===== src/rtl/selector_pkg.sv =====
// Shared types and helpers for the registered one-hot selector with scan sequencing.
package selector_pkg;

  typedef enum logic [1:0] {
    MODE_SINGLE = 2'b00,
    MODE_UP     = 2'b01,
    MODE_DOWN   = 2'b10,
    MODE_LOOP   = 2'b11
  } mode_e;

  typedef enum logic {
    IDLE   = 1'b0,
    ACTIVE = 1'b1
  } state_e;

  function automatic int unsigned onehot_width(input int unsigned addr_w);
    return 32'd1 << addr_w;
  endfunction

endpackage


===== src/rtl/selector_predecode.sv =====
// Binary-to-one-hot predecoder for one address field; purely combinational.
module selector_predecode #(
  parameter int unsigned W = 4
) (
  input  logic [W-1:0]    bin,
  output logic [2**W-1:0] dec
);

  always_comb begin
    dec      = '0;
    dec[bin] = 1'b1;
  end

endmodule


===== src/rtl/selector_scan.sv =====
// Registered one-hot selector: accepts a single/scan/loop command and steps the
// selected address with a per-address dwell, decoding through a hi/lo AND matrix.
module selector_scan
  import selector_pkg::*;
#(
  parameter int unsigned ADDR_W  = 8,
  parameter int unsigned LO_W    = 4,
  parameter int unsigned DWELL_W = 8
) (
  input  logic                               clk,
  input  logic                               rst,
  input  logic                               cmd_valid,
  output logic                               cmd_ready,
  input  logic [1:0]                         cmd_mode,
  input  logic [ADDR_W-1:0]                  cmd_start,
  input  logic [ADDR_W-1:0]                  cmd_end,
  input  logic [DWELL_W-1:0]                 cmd_dwell,
  input  logic                               abort,
  output logic [onehot_width(ADDR_W)-1:0]    sel_onehot,
  output logic [ADDR_W-1:0]                  sel_addr,
  output logic                               sel_valid,
  output logic                               busy,
  output logic                               done
);

  localparam int unsigned SEL_W = onehot_width(ADDR_W);
  localparam int unsigned HI_W  = ADDR_W - LO_W;
  localparam int unsigned LO_N  = 2**LO_W;
  localparam int unsigned HI_N  = 2**HI_W;

  state_e               state_q, state_d;
  mode_e                mode_q, mode_d;
  logic [ADDR_W-1:0]    start_q, start_d;
  logic [ADDR_W-1:0]    end_q, end_d;
  logic [DWELL_W-1:0]   dwell_q, dwell_d;
  logic [DWELL_W-1:0]   cnt_q, cnt_d;
  logic [ADDR_W-1:0]    addr_q, addr_d;
  logic                 valid_q, valid_d;
  logic                 busy_q, busy_d;
  logic                 done_q, done_d;
  logic [SEL_W-1:0]     onehot_q, onehot_d;
  logic [LO_N-1:0]      lo_dec;
  logic [HI_N-1:0]      hi_dec;

  always_comb begin
    state_d = state_q;
    mode_d  = mode_q;
    start_d = start_q;
    end_d   = end_q;
    dwell_d = dwell_q;
    cnt_d   = cnt_q;
    addr_d  = addr_q;
    valid_d = valid_q;
    done_d  = 1'b0;

    unique case (state_q)
      IDLE: begin
        if (cmd_valid) begin
          state_d = ACTIVE;
          mode_d  = mode_e'(cmd_mode);
          start_d = cmd_start;
          end_d   = cmd_end;
          dwell_d = cmd_dwell;
          cnt_d   = cmd_dwell;
          addr_d  = cmd_start;
          valid_d = 1'b1;
        end
      end
      ACTIVE: begin
        // abort outranks both dwell countdown and completion
        if (abort) begin
          state_d = IDLE;
          valid_d = 1'b0;
          addr_d  = '0;
        end else if (cnt_q != '0) begin
          cnt_d = cnt_q - DWELL_W'(1);
        end else if (mode_q == MODE_SINGLE ||
                     (mode_q != MODE_LOOP && addr_q == end_q)) begin
          state_d = IDLE;
          valid_d = 1'b0;
          addr_d  = '0;
          done_d  = 1'b1;
        end else begin
          cnt_d = dwell_q;
          if (mode_q == MODE_LOOP && addr_q == end_q) begin
            addr_d = start_q;
          end else if (mode_q == MODE_DOWN) begin
            addr_d = addr_q - ADDR_W'(1);
          end else begin
            addr_d = addr_q + ADDR_W'(1);
          end
        end
      end
      default: state_d = IDLE;
    endcase

    busy_d = (state_d == ACTIVE);
  end

  selector_predecode #(.W(LO_W)) u_lo_dec (
    .bin (addr_d[LO_W-1:0]),
    .dec (lo_dec)
  );

  selector_predecode #(.W(HI_W)) u_hi_dec (
    .bin (addr_d[ADDR_W-1:LO_W]),
    .dec (hi_dec)
  );

  // Output bit {hi,lo} is the AND of the two field decodes, gated by next-valid.
  for (genvar g = 0; g < SEL_W; g++) begin : g_matrix
    assign onehot_d[g] = valid_d & hi_dec[g / LO_N] & lo_dec[g % LO_N];
  end

  always_ff @(posedge clk) begin
    if (rst) begin
      state_q  <= IDLE;
      mode_q   <= MODE_SINGLE;
      start_q  <= '0;
      end_q    <= '0;
      dwell_q  <= '0;
      cnt_q    <= '0;
      addr_q   <= '0;
      valid_q  <= 1'b0;
      busy_q   <= 1'b0;
      done_q   <= 1'b0;
      onehot_q <= '0;
    end else begin
      state_q  <= state_d;
      mode_q   <= mode_d;
      start_q  <= start_d;
      end_q    <= end_d;
      dwell_q  <= dwell_d;
      cnt_q    <= cnt_d;
      addr_q   <= addr_d;
      valid_q  <= valid_d;
      busy_q   <= busy_d;
      done_q   <= done_d;
      onehot_q <= onehot_d;
    end
  end

  assign cmd_ready  = (state_q == IDLE);
  assign sel_onehot = onehot_q;
  assign sel_addr   = addr_q;
  assign sel_valid  = valid_q;
  assign busy       = busy_q;
  assign done       = done_q;

endmodule


===== config.mk =====
export PLATFORM = sky130hd
export DESIGN_NAME = selector_scan
export DESIGN_NICKNAME = d
export VERILOG_FILES = /design/src/rtl/selector_pkg.sv /design/src/rtl/selector_predecode.sv /design/src/rtl/selector_scan.sv
export SDC_FILE = /design/constraint.sdc
export NUM_CORES = 1
export LEC_CHECK = 0
export CAP_MARGIN = 20
export CORE_MARGIN = 4
export CORE_UTILIZATION = 42
export CTS_CLUSTER_DIAMETER = 100
export DETAILED_ROUTE_END_ITERATION = 8
export PLACE_DENSITY = 0.72
export SLEW_MARGIN = 25
export SYNTH_ARGS = -nofsm -noshare
export SYNTH_HDL_FRONTEND = slang
export SYNTH_SLANG_ARGS = --single-unit

===== constraint.sdc =====
create_clock -name clk -period 2.75 [get_ports clk]
set_clock_uncertainty 0.1 [all_clocks]
set_input_delay 0.275 -clock clk [delete_from_list [all_inputs] [get_ports clk]]
set_output_delay 0.275 -clock clk [all_outputs]
set_load 0.01 [all_outputs]

==> qor.json, run 1 <==
{
  "status": "finished, final reports clean",
  "cts_htree_levels": 1,
  "synth.net_count": 960,
  "routed_wire_length_per_instance_um": 19.5,
  "worst_hold_path_type": "input port to register",
  "ios": 298,
  "layout_setup_ws_ns": 0.0696,
  "via_count": 8067,
  "nNetsFinal": 1345,
  "share_of_post_route_cells_with_drive_strength_above_1": 0.218,
  "ant_nets": 0,
  "synth_top_family_by_area": "simple AND/OR/NAND/NOR gates",
  "gp_routability_congestion": 0.941,
  "grt_pass1_wl_um": 47100,
  "worstMarginPinSlew_ns": 0.509,
  "final.period_utilization": 0.975,
  "drv.max_cap_violation_count": 0,
  "grt_start_max_net_pins": 45,
  "synth_sequential_area_ratio": 0.625,
  "grt_util_all_layers": 0.233,
  "worstSkewPairLatency_ns": 0.55,
  "critPathMaxFanout": 13,
  "leakage_uw": 0.00552,
  "slew_headroom": 0.657,
  "grt_pass1_vias": 7867,
  "worstSetupEndpointType": "register",
  "cts-buffers-inserted": 29,
  "min_delay_worst_endpoint": "end_q[1]",
  "fraction_of_the_mapped_netlist_area_in_simple_logic_gates": 0.230,
  "tritoncts": "built",
  "hold_viol": 0,
  "placedInstanceArea_um2": 13700,
  "kind_of_critical_path": "register to register",
  "regToRegSetupSlack_ns": 0.07,
  "reg2reg_depth": 10,
  "synth-async-reset-ratio": 0,
  "antenna_found_initial": 0,
  "cts.sink_count": 301,
  "detail_route.vias_per_cell": 4.98,
  "place.detailed.hpwl_um": 21900,
  "timing.hold.worst.start": "cmd_end[1]",
  "dp_slack_ns": -0.209,
  "synth_top_cell_area_share": 0.625,
  "clkTransAtPathRegs_ns": 0.06,
  "clockRootBuffer": "sky130_fd_sc_hd__clkbuf_16",
  "floorplan.die.width_um": 159,
  "synth_flop_cell": "sky130_fd_sc_hd__dfxtp_1",
  "area_growth_pct": 58.2,
  "cts-root-to-sink-buffers": 3,
  "setup_viol": 0,
  "post_synth_mux_area_share": 0.0161,
  "unrepaired_setup_endpoints_after_global_routing": "yes",
  "synthesis.instances": 928,
  "worstPathRequired_ns": 3.14,
  "fraction_of_the_mapped_netlist_area_in_adder_cells": 0.00260,
  "min_delay_path_depth": 3,
  "synth_enable_flop_cells": 0,
  "die_height_um": 159,
  "timing.final.crit_period_ns": 2.68,
  "std_cell_rows": 55,
  "netlist.top_cell.by_area": "sky130_fd_sc_hd__dfxtp_1",
  "synth_area_um2": 9640,
  "critPathLaunchType": "register",
  "synth.yosys.warnings": 0,
  "post_synth_xor_area_fraction": 0.0136,
  "drt_first_iter_violations": 635,
  "initial_core_util": 0.426,
  "rr_endpoint": "sel_onehot[211]",
  "fp.coreArea_um2": 22600,
  "maxSlewViolCount": 0,
  "synth.avg_cell_area_um2": 10.4,
  "synth_compound_gate_area_share": 0.0702,
  "routed_wirelength_um": 31500,
  "n_antenna_cell": 0,
  "fmax_mhz": 373,
  "synthDistinctLibCells": 74,
  "gr-total-overflow": 0,
  "fp.dieArea_um2": 25400,
  "synth_seq_cells": 301,
  "power.ir.vdd_worst_mv": 0.381,
  "netlist_top_cells_area": "sky130_fd_sc_hd__dfxtp_1 63%, sky130_fd_sc_hd__nor2_1 9.2%, sky130_fd_sc_hd__nor2_2 3.4%",
  "firstDrtPassIters": 5,
  "r2r_start": "cnt_q[1]",
  "final_cell_area_um2": 15300,
  "portBuffers": 297,
  "power.density_nw_per_um2": 644,
  "drc": 0,
  "timing.critical_path.arrival_ns": 3.07
}
==> routing by layer <==
metal | vias up | GRT usage | part of all wire
met4 | 0 | 0.0832 | 0.037
li1 | 3825 | - | -
met5 | - | 0 | 0
met3 | 79 | 0.0422 | 0.062
met2 | 350 | 0.415 | 0.49
met1 | 3813 | 0.281 | 0.41
==> synthesized netlist by cell type, types with 5 or more instances <==
master	n
sky130_fd_sc_hd__o31ai_1	5
sky130_fd_sc_hd__nand2_1	69
sky130_fd_sc_hd__o21a_1	5
sky130_fd_sc_hd__mux2i_1	11
sky130_fd_sc_hd__nor2_2	53
sky130_fd_sc_hd__dfxtp_1	301
sky130_fd_sc_hd__buf_6	10
sky130_fd_sc_hd__o21ai_0	10
sky130_fd_sc_hd__inv_1	9
sky130_fd_sc_hd__nor3_1	7
sky130_fd_sc_hd__nor2_1	235
sky130_fd_sc_hd__a21oi_1	33
sky130_fd_sc_hd__buf_4	6
sky130_fd_sc_hd__clkbuf_1	12
sky130_fd_sc_hd__nand4_4	14
sky130_fd_sc_hd__nand4_1	22
sky130_fd_sc_hd__xnor2_1	14
sky130_fd_sc_hd__buf_2	26
==> worst max path at each step <==
stage              start              end  slack [ns]  cells past startpoint
3_5_place_dp    cnt_q[1]   sel_onehot[57]       -0.21                      9
6_report        cnt_q[1]  sel_onehot[211]        0.07                     10
2_1_floorplan   cnt_q[1]  sel_onehot[122]      -0.009                     12
4_1_cts         cnt_q[1]  sel_onehot[167]       0.002                     12
3_3_place_gp   mode_q[0]  sel_onehot[134]       -0.12                      9
5_1_grt         cnt_q[1]   sel_onehot[51]       -0.05                     10
==> through the flow <==
stage          instances  utilization  hold WS (ns)  TNS [ns]  total power [uW]
2_1_floorplan        928            -         0.311   -0.0116              5090
5_1_grt             1620        0.674         0.170     -1.28             10100
3_5_place_dp        1549        0.607         0.350    -17.80              5470
3_3_place_gp        1549        0.607         0.343     -4.72              5450
4_1_cts             1608        0.662         0.155         0              9810
6_report            1620        0.674         0.175         0              9820
==> cells by family (layout without fill, tap and decap cells) <==
kind of cell,Yosys count,in the layout
buf+inv,69,473
flops,301,301
compound gates,94,96
xor+xnor,15,15
fa+ha+maj,2,2
mux,15,15
simple gates,432,433
==> state kept, by name, summed over array words and instances, names as in the netlist <==
signal      count
end_q           8
cnt_q           8
done            1
sel_valid       1
sel_onehot    256
busy            1
start_q         8
dwell_q         8
sel_addr        8
mode_q          2
==> cell usage in the layout (no fill, tap or decap), drive strengths merged, types with 3 or more instances in the layout <==
cell / instances
inv: 12
mux2: 4
nor4: 3
a21oi: 36
bufinv: 6
nand2: 69
nor2: 288
nand4: 38
clkdlybuf4s50: 297
o31ai: 5
o21a: 6
dfxtp: 301
clkbuf: 41
xnor2: 14
a21boi: 3
o21ai: 14
a31oi: 5
nor3: 8
and4: 3
nand3: 5
mux2i: 11
a211oi: 4
buf: 113
clkinv: 4
==> critical path, cell delays in order (launching register included) <==
cell	delay, ns
sky130_fd_sc_hd__dfxtp_2	0.32
sky130_fd_sc_hd__inv_2	0.07
sky130_fd_sc_hd__ha_4	0.13
sky130_fd_sc_hd__or3b_4	0.41
sky130_fd_sc_hd__or2_4	0.31
sky130_fd_sc_hd__a41oi_1	0.42
sky130_fd_sc_hd__o21a_1	0.24
sky130_fd_sc_hd__buf_12	0.17
sky130_fd_sc_hd__nand4_4	0.11
sky130_fd_sc_hd__buf_4	0.22
sky130_fd_sc_hd__nor2_1	0.11
==> cell type report <==
class	instances	area, um2
flip-flops and latches	301	6030
repair buffers	411	4300
clock inverters	13	245
fillers	1660	7390
clock buffers	40	817
multi-input cells	561	3470
inverters	9	33.8
well taps	285	357
==> repair_timing <==
action	CTS	global route
gates resized for setup	18	45
pin swaps	3	16
cloned	1	4
hold endpoints to repair	0	0
hold buffers	0	0
endpoints found under the setup margin	254	251
setup buffers	5	10
==> where the power goes <==
| part | internal [uW] | leakage (uW) | total [uW] | switching, uW |
|---|---|---|---|---|
| clock network | 2660 | 0.000520 | 4330 | 1670 |
| registers | 4410 | 0.00243 | 4460 | 43.7 |
| logic | 462 | 0.00256 | 1030 | 569 |
| total | 7530 | 0.00552 | 9820 | 2290 |
(Power assumes the default switching activity.)
==> run 2, diff against run 1 <==
--- a/config.mk
+++ b/config.mk
@@ -8,7 +8,6 @@
 export CAP_MARGIN = 20
 export CORE_MARGIN = 4
 export CORE_UTILIZATION = 42
-export CTS_CLUSTER_DIAMETER = 100
 export DETAILED_ROUTE_END_ITERATION = 8
 export PLACE_DENSITY = 0.72
 export SLEW_MARGIN = 25
==> results of run 2 <==
The final DEF is identical to that of run 1; final timing and power are the same.
==> run 3, diff against run 2 <==
--- a/config.mk
+++ b/config.mk
@@ -8,6 +8,7 @@
 export CAP_MARGIN = 20
 export CORE_MARGIN = 4
 export CORE_UTILIZATION = 42
+export CTS_CLUSTER_SIZE = 40
 export DETAILED_ROUTE_END_ITERATION = 8
 export PLACE_DENSITY = 0.72
 export SLEW_MARGIN = 25
==> results of run 3 <==
The final DEF is identical to that of run 1; final timing and power are the same.
